$ cat src/rtl/rv0_core_pkg.sv
// rv0 core shared types and constants.
// FP op encoding, rounding modes, FIQ entry layout.
package rv0_core_pkg;

  localparam int unsigned CORE_FLEN = 32;

  typedef enum logic [3:0] {
    FADD   = 4'd0,
    FSUB   = 4'd1,
    FMUL   = 4'd2,
    FDIV   = 4'd3,
    FSQRT  = 4'd4,
    FMIN   = 4'd5,
    FMAX   = 4'd6,
    FMADD  = 4'd7,
    FMSUB  = 4'd8,
    FNMADD = 4'd9,
    FNMSUB = 4'd10,
    FSGNJ  = 4'd11,
    FCMP   = 4'd12,
    FCVT   = 4'd13,
    FMV    = 4'd14,
    FCLASS = 4'd15
  } fpu_op_t;

  localparam logic [2:0] RNE = 3'b000;
  localparam logic [2:0] RTZ = 3'b001;
  localparam logic [2:0] RDN = 3'b010;
  localparam logic [2:0] RUP = 3'b011;
  localparam logic [2:0] RMM = 3'b100;
  localparam logic [2:0] DYN = 3'b111;

  typedef struct packed {
    fpu_op_t                op;
    logic [2:0]             rm;
    logic                   illegal;
    logic [4:0]             rd;
    logic [CORE_FLEN-1:0]   rs1;
    logic [CORE_FLEN-1:0]   rs2;
    logic [CORE_FLEN-1:0]   rs3;
  } fiq_entry_t;

  // 101, 110 and 111 have no defined rounding behaviour
  function automatic logic rm_reserved(input logic [2:0] rm);
    return (rm == 3'b101) || (rm == 3'b110) || (rm == 3'b111);
  endfunction

endpackage

$ cat src/rtl/rv0_fiq.sv
// rv0 FP issue queue: in-order FIFO between operand read
// and the FP ALU, resolving DYN rounding at enqueue.
module rv0_fiq
  import rv0_core_pkg::*;
#(
  parameter int unsigned FLEN      = CORE_FLEN,
  parameter int unsigned FIQ_DEPTH = 4
) (
  input  logic                           clk,
  input  logic                           rst,
  input  logic                           flush,
  input  logic [2:0]                     frm,
  input  logic                           enq_valid,
  output logic                           enq_ready,
  input  fpu_op_t                        enq_op,
  input  logic [2:0]                     enq_rm,
  input  logic [4:0]                     enq_rd,
  input  logic [FLEN-1:0]                enq_rs1,
  input  logic [FLEN-1:0]                enq_rs2,
  input  logic [FLEN-1:0]                enq_rs3,
  output logic                           deq_valid,
  input  logic                           deq_ready,
  output fpu_op_t                        deq_op,
  output logic [2:0]                     deq_rm,
  output logic [4:0]                     deq_rd,
  output logic [FLEN-1:0]                deq_rs1,
  output logic [FLEN-1:0]                deq_rs2,
  output logic [FLEN-1:0]                deq_rs3,
  output logic                           deq_illegal,
  output logic [$clog2(FIQ_DEPTH+1)-1:0] count
);

  localparam int unsigned CW = $clog2(FIQ_DEPTH+1);
  localparam int unsigned PW = $clog2(FIQ_DEPTH);

  fiq_entry_t      mem [FIQ_DEPTH];
  logic [PW-1:0]   wr_ptr;
  logic [PW-1:0]   rd_ptr;
  logic            do_enq;
  logic            do_deq;
  fiq_entry_t      new_ent;
  fiq_entry_t      head;

  assign enq_ready = (count < CW'(FIQ_DEPTH)) && !flush;
  assign deq_valid = (count != '0);
  assign do_enq    = enq_valid && enq_ready;
  assign do_deq    = deq_valid && deq_ready;

  // build the entry, resolving DYN to the live frm
  always_comb begin
    new_ent         = '0;
    new_ent.op      = enq_op;
    new_ent.rm      = (enq_rm == DYN) ? frm : enq_rm;
    new_ent.illegal = rm_reserved(new_ent.rm);
    new_ent.rd      = enq_rd;
    new_ent.rs1     = enq_rs1;
    new_ent.rs2     = enq_rs2;
    new_ent.rs3     = enq_rs3;
  end

  // storage is never cleared; pointers alone define validity
  always_ff @(posedge clk) begin
    if (do_enq) mem[wr_ptr] <= new_ent;
  end

  // pointer and occupancy tracking
  always_ff @(posedge clk) begin
    if (rst || flush) begin
      wr_ptr <= '0;
      rd_ptr <= '0;
      count  <= '0;
    end else begin
      if (do_enq) wr_ptr <= wr_ptr + PW'(1);
      if (do_deq) rd_ptr <= rd_ptr + PW'(1);
      unique case ({do_enq, do_deq})
        2'b10:   count <= count + CW'(1);
        2'b01:   count <= count - CW'(1);
        default: count <= count;
      endcase
    end
  end

  // head payload, forced to zero while empty
  always_comb begin
    head = deq_valid ? mem[rd_ptr] : '0;
  end

  assign deq_op      = head.op;
  assign deq_rm      = head.rm;
  assign deq_illegal = head.illegal;
  assign deq_rd      = head.rd;
  assign deq_rs1     = head.rs1;
  assign deq_rs2     = head.rs2;
  assign deq_rs3     = head.rs3;

endmodule

$ cat config.mk
export PLATFORM = sky130hd
export DESIGN_NAME = rv0_fiq
export DESIGN_NICKNAME = d
export VERILOG_FILES = /design/src/rtl/rv0_core_pkg.sv /design/src/rtl/rv0_fiq.sv
export SDC_FILE = /design/constraint.sdc
export NUM_CORES = 1
export LEC_CHECK = 0
export CAP_MARGIN = 20
export CORE_MARGIN = 8
export CORE_UTILIZATION = 40
export DETAILED_ROUTE_END_ITERATION = 10
export GPL_TIMING_DRIVEN = 1
export PLACE_DENSITY = 0.58
export SYNTH_ARGS = -nofsm -noshare
export SYNTH_HDL_FRONTEND = slang
export SYNTH_SLANG_ARGS = --single-unit
$ cat constraint.sdc
create_clock -name clk -period 5.27 [get_ports clk]
set_input_delay 1.054 -clock clk [delete_from_list [all_inputs] [get_ports clk]]
set_output_delay 1.054 -clock clk [all_outputs]
set_load 0.1 [all_outputs]
==> results.sh, run 1 <==
export IMPL_die_height_um=222
export IMPL_synthTopCellsByArea="sky130_fd_sc_hd__edfxtp_1 77%, sky130_fd_sc_hd__mux4_2 15%, sky130_fd_sc_hd__and2_1 4.2%"
export IMPL_post_route_period_util_pct=83.6
export IMPL_fin_ws_ns=0.864
export IMPL_boundaryPins=230
export IMPL_preCtsSetupSlack_ns=1.37
export IMPL_timing_max_slew_rel_slack_pct=32.5
export IMPL_antenna_violating_nets_post_route=0
export IMPL_cts_root_buffer="sky130_fd_sc_hd__clkbuf_16"
export IMPL_grt_overflow_total=0
export IMPL_grt_pass1_vias=8645
export IMPL_cellInternalPower_mw=5.93
export IMPL_setup_viol_count_final=0
export IMPL_crit_path_top_delay_cell="sky130_fd_sc_hd__clkdlybuf4s50_1"
export IMPL_synth_edf_count=436
export IMPL_leakage_nw=6.74
export IMPL_ir_worst_vdd_uv=247
export IMPL_sum_of_routed_wire_length_over_all_layers_um=35900
export IMPL_final_seq_area_um2=13300
export IMPL_share_clk_of_total_power_pct=40.3
export IMPL_finalWeightedCongestion=0.685
export IMPL_synth_cell_type_count=24
export IMPL_synth_warning_count=0
export IMPL_maxSlewViolCount=0
export IMPL_clk_pin_slew_ns=0.06
export IMPL_max_stage_delay_ns=0.96
export IMPL_yosysTopAreaCell="sky130_fd_sc_hd__edfxtp_1"
export IMPL_core_region_area_um2=41900
export IMPL_post_cts_buffers=0
export IMPL_die_w_um=222
export IMPL_via_per_inst=5.08
export IMPL_cp_max_fo=19
export IMPL_cts_tree="built"
export IMPL_timing_critical_path_to_type="output pin"
export IMPL_wire_length_of_the_first_global_routing_pass_um=54900
export IMPL_total_cell_area_at_the_placement_stage_um2=19900
export IMPL_clock_tree_htree_level_count=2
export IMPL_clock_sinks=445
export IMPL_global_route_usage_over_all_layers_pct=14.6
export IMPL_critical_path_top_delay_family="buffers and inverters"
export IMPL_outcome="finished, final reports clean"
export IMPL_clock_latency_ns=0.57
export IMPL_timing_critical_path_cells="buf_4 > mux4_2 > and2_1 > clkdlybuf4s50_1"
export IMPL_rsz0062_at_grt="no"
export IMPL_cts_buffers_inserted=47
export IMPL_transition_time_at_the_pin_with_the_least_slew_margin_ns=1.01
export IMPL_initial_core_utilization_pct=40.4
export IMPL_synthesis_area_per_instance_um2=22.6
export IMPL_fp_dieArea_um2=49100
export IMPL_cts_hold_fix_buffers=0
export IMPL_core_rowCount=75
export IMPL_cts_repair_resizes=0
export IMPL_detailroute_via_count=8023
export IMPL_critical_path_required_ns=4.22
export IMPL_total_power_mw=7.62
export IMPL_max_cap_violations=0
export IMPL_areaGrowthSynthToFinish_pct=26.2
export IMPL_startpoint_class_of_the_critical_path="flop"
export IMPL_synth_common_cells="436 x sky130_fd_sc_hd__edfxtp_1, 113 x sky130_fd_sc_hd__and2_1, 109 x sky130_fd_sc_hd__mux4_2, 22 x sky130_fd_sc_hd__clkbuf_1, 12 x sky130_fd_sc_hd__buf_2"
export IMPL_timing_clock_skew_ns=0.0105
export IMPL_synth_top_area_share_pct=77.4
export IMPL_layout_filler_cells=3393
export IMPL_ys_async_sr_fraction_pct=0
export IMPL_multiInputGateArea_um2=3450
export IMPL_post_drt_wl_per_cell_um=22.7
export IMPL_clock_path_buffers=3
export IMPL_dr_pass1_iters=4
export IMPL_worstReg2RegStart="count[2]$_SDFFE_PP0P_"
export IMPL_timing_hold_violations_final=0
export IMPL_post_route_util_pct=51.0
export IMPL_grt_max_degree=65
export IMPL_dp_final_hpwl_um=21400
export IMPL_initialDrtViolationCount=558
export IMPL_fin_setup_tns_ns=0
export IMPL_share_seq_of_total_power_pct=51.9
export IMPL_seq_area_frac_synth_pct=78.5
export IMPL_design_final_nets=1127
export IMPL_cp_data_arrival_time_ns=3.35
export IMPL_sw_frac_of_total_pct=22.2
export IMPL_postSynth_topFlopCell="sky130_fd_sc_hd__edfxtp_1"
export IMPL_timing_critical_path_buf_inv=2
export IMPL_synth_ff_latch_count=445
export IMPL_final_min_clock_period_ns=4.41
export IMPL_i_o_buffers=229
export IMPL_layout_cell_area_non_filler_um2=21300
export IMPL_layout_cells_sized_above_1_pct=20.8
export IMPL_crit_type="flop to output pin"
export IMPL_grt_antenna_before_repair=4
export IMPL_power_frac_comb_pct=7.9
export IMPL_synth_nets=870
export IMPL_hp_start="rd_ptr[1]$_SDFFE_PP0P_"
export IMPL_synthesis_instances=748
export IMPL_net_switching_power_mw=1.69
export IMPL_mapped_area_um2=16900
export IMPL_yosysMostFrequentCell="sky130_fd_sc_hd__edfxtp_1"
export IMPL_cellPowerDensity_nw_per_um2=357
export IMPL_achievable_frequency_mhz=227
export IMPL_drcViolationCount=0
export IMPL_hp_class="flop to flop"
per-layer routing:
layer | GRT usage [%] | wire, um
met5 | 0 | 55
met4 | 4.81 | 766
met3 | 4.05 | 2580
met2 | 22.6 | 16800
met1 | 19.7 | 15700
cells in the final DEF (no fill, tap or decap), drive strengths merged, types with 2 or more instances in the layout:
master         synthesis  final
ha                     5      5
nand2                  3      3
edfxtp               436    436
xor2                   4      4
clkbuf                22     62
a21oi                  2      2
inv                    7      7
or3                    2      2
dfxtp                  9      9
buf                   15     40
clkinv                 0     19
bufinv                 0      2
mux4                 109    109
o21a                   4      4
nor2                   9      9
diode                  0      2
clkdlybuf4s50          0    205
and2                 113    113
worst register-to-register path, cell delays in order, from the launching register on:
cell	delay, ns
sky130_fd_sc_hd__dfxtp_1	0.38
sky130_fd_sc_hd__nor3b_2	0.61
sky130_fd_sc_hd__and2_4	0.75
sky130_fd_sc_hd__buf_12	0.43
worst paths after layout:
kind	endpoint	depth (start not counted)	slack [ns]
max reg2reg	mem[3][97]$_DFFE_PP_	3	2.73
min	rd_ptr[1]$_SDFFE_PP0P_	2	0.53
min reg2reg	rd_ptr[1]$_SDFFE_PP0P_	2	0.53
max	deq_rd[3]	4	0.86
cells by family (layout without fill, tap and decap cells):
family,after synthesis,after routing,synth area share [%]
multiplexers,110,110,14.6
buffers and inverters,44,335,1.22
XOR/XNOR,5,5,0.259
AND/OR/NAND/NOR,129,129,4.63
AO/OA/AOI/OAI,9,9,0.362
adder cells (fa/ha/maj),6,6,0.488
flip-flops,445,445,78.5
other,0,2,0
power by group through the flow:
stage	Sequential, mW	Combinational, mW	Clock [mW]
after floorplan	4.03	0.366	0
after global placement	4.03	0.602	0
after detailed placement	4.03	0.606	0
after CTS	3.95	0.608	3.17
after global routing	3.96	0.629	3.29
final	3.95	0.599	3.07
final cells by class:
cell class,instances,share of cell area [%]
Sequential cell,445,62.2
Multi-Input combinational cell,259,16.2
Timing Repair Buffer,245,11.7
Clock buffer,62,5.97
Tap cell,539,3.16
Clock inverter,21,0.674
Inverter,7,0.123
Antenna cell,2,0.0234
metrics by stage:
step                      std cells  hold WS, ns
after detailed placement       1495        0.511
after CTS                      1578        0.534
after global routing           1578        0.568
after floorplan                 748        0.485
after global placement         1495        0.511
final                          1580        0.534
flip-flops by register name, summed over array words and instances, names as in the netlist, named ones only:
name / count
count: 3
mem: 436
rd_ptr: 2
wr_ptr: 2
Note: power is estimated with default switching activity, not from simulation.
==> inputs of run 2 (changes only) <==
==> constraint.sdc (replaced) <==
create_clock -name clk -period 4.35 [get_ports clk]
set_input_delay 0.87 -clock clk [delete_from_list [all_inputs] [get_ports clk]]
set_output_delay 0.87 -clock clk [all_outputs]
set_load 0.1 [all_outputs]
==> run 2 against run 1 <==
  * Register-to-register slack lost 0.58 ns
  * Critical path depth unchanged
  * Via count shrank 0.57%
  * Cell area decreased by 0.91%
  * Core utilization shrank 0.47 points
  * Clock skew increased by 0.0082 ns
  * Largest cell class unchanged
==> results.sh, run 2 (same netlist as run 1, synthesis figures left out) <==
export IMPL_rsz0062_at_grt="no"
export IMPL_grt_max_degree=110
export IMPL_areaGrowthSynthToFinish_pct=25.0
export IMPL_antenna_violating_nets_post_route=0
export IMPL_crit_type="flop to output pin"
export IMPL_cts_tree="built"
export IMPL_wire_length_of_the_first_global_routing_pass_um=54000
export IMPL_global_route_usage_over_all_layers_pct=14.2
export IMPL_core_rowCount=75
export IMPL_largestRegisters="mem x436, count x3"
export IMPL_initial_core_utilization_pct=40.4
export IMPL_clock_path_buffers=3
export IMPL_post_route_period_util_pct=80.4
export IMPL_clk_pin_slew_ns=0.06
export IMPL_largest_register_ffs=436
export IMPL_reg2regPathDepth=3
export IMPL_cts_hold_fix_buffers=0
export IMPL_rr_endpoint="mem[3][22]$_DFFE_PP_"
export IMPL_post_drt_wl_per_cell_um=22.7
export IMPL_hp_start="rd_ptr[1]$_SDFFE_PP0P_"
export IMPL_timing_hold_violations_final=0
export IMPL_grt_pass1_vias=8501
export IMPL_grtUsageMet2_pct=21.8
export IMPL_maxSlewViolCount=0
export IMPL_fin_setup_tns_ns=0
export IMPL_preCtsSetupSlack_ns=1.25
export IMPL_timing_critical_path_to_type="output pin"
export IMPL_boundaryPins=230
export IMPL_final_min_clock_period_ns=3.50
export IMPL_fin_ws_ns=0.854
export IMPL_initialDrtViolationCount=504
export IMPL_detailroute_via_count=7977
export IMPL_ir_worst_vdd_uv=235
export IMPL_layout_cells_sized_above_1_pct=29.6
export IMPL_dp_final_hpwl_um=20700
export IMPL_hold_ws_ns=0.528
export IMPL_leakage_nw=6.92
export IMPL_clock_tree_htree_level_count=2
export IMPL_most_common_cell_after_layout_fill_and_taps_aside="sky130_fd_sc_hd__edfxtp_1"
export IMPL_grt_antenna_before_repair=2
export IMPL_dr_pass1_iters=6
export IMPL_worstHoldPathCells=2
export IMPL_cts_repair_resizes=0
export IMPL_layout_common_cells="436 x sky130_fd_sc_hd__edfxtp_1, 118 x sky130_fd_sc_hd__clkdlybuf4s50_1, 111 x sky130_fd_sc_hd__buf_4, 109 x sky130_fd_sc_hd__mux4_2, 109 x sky130_fd_sc_hd__and2_1"
export IMPL_clock_sinks=445
export IMPL_critical_path_required_ns=3.48
export IMPL_grt_use_met1_pct=20.1
export IMPL_finalWeightedCongestion=0.686
export IMPL_timing_max_slew_rel_slack_pct=34.7
export IMPL_i_o_buffers=229
export IMPL_cp_max_fo=50
export IMPL_clock_latency_ns=0.55
export IMPL_grt_busiest_layer="met2"
export IMPL_post_cts_buffers=0
export IMPL_die_w_um=222
export IMPL_max_cap_violations=0
export IMPL_cp_data_arrival_time_ns=2.63
export IMPL_reg2reg_slack_ns=2.15
export IMPL_design_final_nets=1118
export IMPL_cts_buffers_inserted=44
export IMPL_hp_class="flop to flop"
export IMPL_cts_root_buffer="sky130_fd_sc_hd__clkbuf_16"
export IMPL_fp_dieArea_um2=49100
export IMPL_grt_overflow_total=0
export IMPL_drcViolationCount=0
export IMPL_transition_time_at_the_pin_with_the_least_slew_margin_ns=0.977
export IMPL_die_height_um=222
export IMPL_core_region_area_um2=41900
export IMPL_timing_clock_skew_ns=0.0187
export IMPL_outcome="finished, final reports clean"
export IMPL_achievable_frequency_mhz=286
export IMPL_setup_viol_count_final=0
export IMPL_worstReg2RegStart="count[2]$_SDFFE_PP0P_"
export IMPL_via_per_inst=5.07
export IMPL_grtUsageMet3_pct=3.43
export IMPL_cellPowerDensity_nw_per_um2=444
export IMPL_sum_of_routed_wire_length_over_all_layers_um=35600
export IMPL_startpoint_class_of_the_critical_path="flop"
export IMPL_largest_register="mem"
-- run 2: changes by cell type in the layout (fill, tap and decap cells not counted), moves of 2 or more --
cell / before / now
sky130_fd_sc_hd__buf_4: 29 / 111
sky130_fd_sc_hd__bufinv_16: 2 / 7
sky130_fd_sc_hd__clkbuf_1: 13 / 6
sky130_fd_sc_hd__clkbuf_16: 49 / 46
sky130_fd_sc_hd__clkdlybuf4s50_1: 205 / 118
sky130_fd_sc_hd__clkinv_1: 12 / 10
sky130_fd_sc_hd__clkinv_2: 6 / 11
-- run 2: final cells by class --
type,count,area (um2)
multi-input cells,259,3450
well taps,539,674
clock buffers,52,1170
fillers,3386,20700
diodes,1,2.50
flip-flops and latches,445,13300
repair buffers,239,2210
clock inverters,30,328
inverters,7,26.3
-- run 2: metal layers --
layer	routed length [um]	up-vias	share of wire (%)
met3	2050	40	5.7
met4	521	0	1.5
li1	-	3546	-
met1	16600	4156	47
met5	0	-	0
met2	16400	235	46
-- run 2: worst max-delay path by stage --
stage	end	slack [ns]	cells past startpoint
3_3_place_gp	mem[3][24]$_DFFE_PP_	1.27	4
4_1_cts	deq_rs2[12]	0.72	4
5_1_grt	deq_rs2[12]	0.64	4
3_5_place_dp	mem[3][24]$_DFFE_PP_	1.25	4
6_report	deq_rs2[12]	0.85	4
2_1_floorplan	mem[1][0]$_DFFE_PP_	0.1	2
-- run 2: where the power goes --
group	internal [mW]	total [mW]	leakage [nW]	switching [mW]
sequential	4.77	4.79	4.04	0.0150
clock	2.35	3.88	0.743	1.53
combinational	0.234	0.724	2.14	0.490
total	7.35	9.39	6.92	2.04
-- run 2: worst max-delay path, stage by stage, from the launching register on --
cell and delay (ns):
sky130_fd_sc_hd__dfxtp_4 0.60, sky130_fd_sc_hd__buf_12 0.43, sky130_fd_sc_hd__mux4_2 0.56, sky130_fd_sc_hd__and2_1 0.21, sky130_fd_sc_hd__buf_4 0.24
-- run 2: through the flow --
step / cells / utilization, % / power (mW) / instance area (um2)
2_1_floorplan: 748 / - / 5.33 / 16900
3_3_place_gp: 1489 / 46.9 / 5.61 / 19600
3_5_place_dp: 1489 / 46.9 / 5.61 / 19600
4_1_cts: 1571 / 50.5 / 9.51 / 21100
5_1_grt: 1572 / 50.5 / 9.70 / 21200
6_report: 1572 / 50.5 / 9.39 / 21200
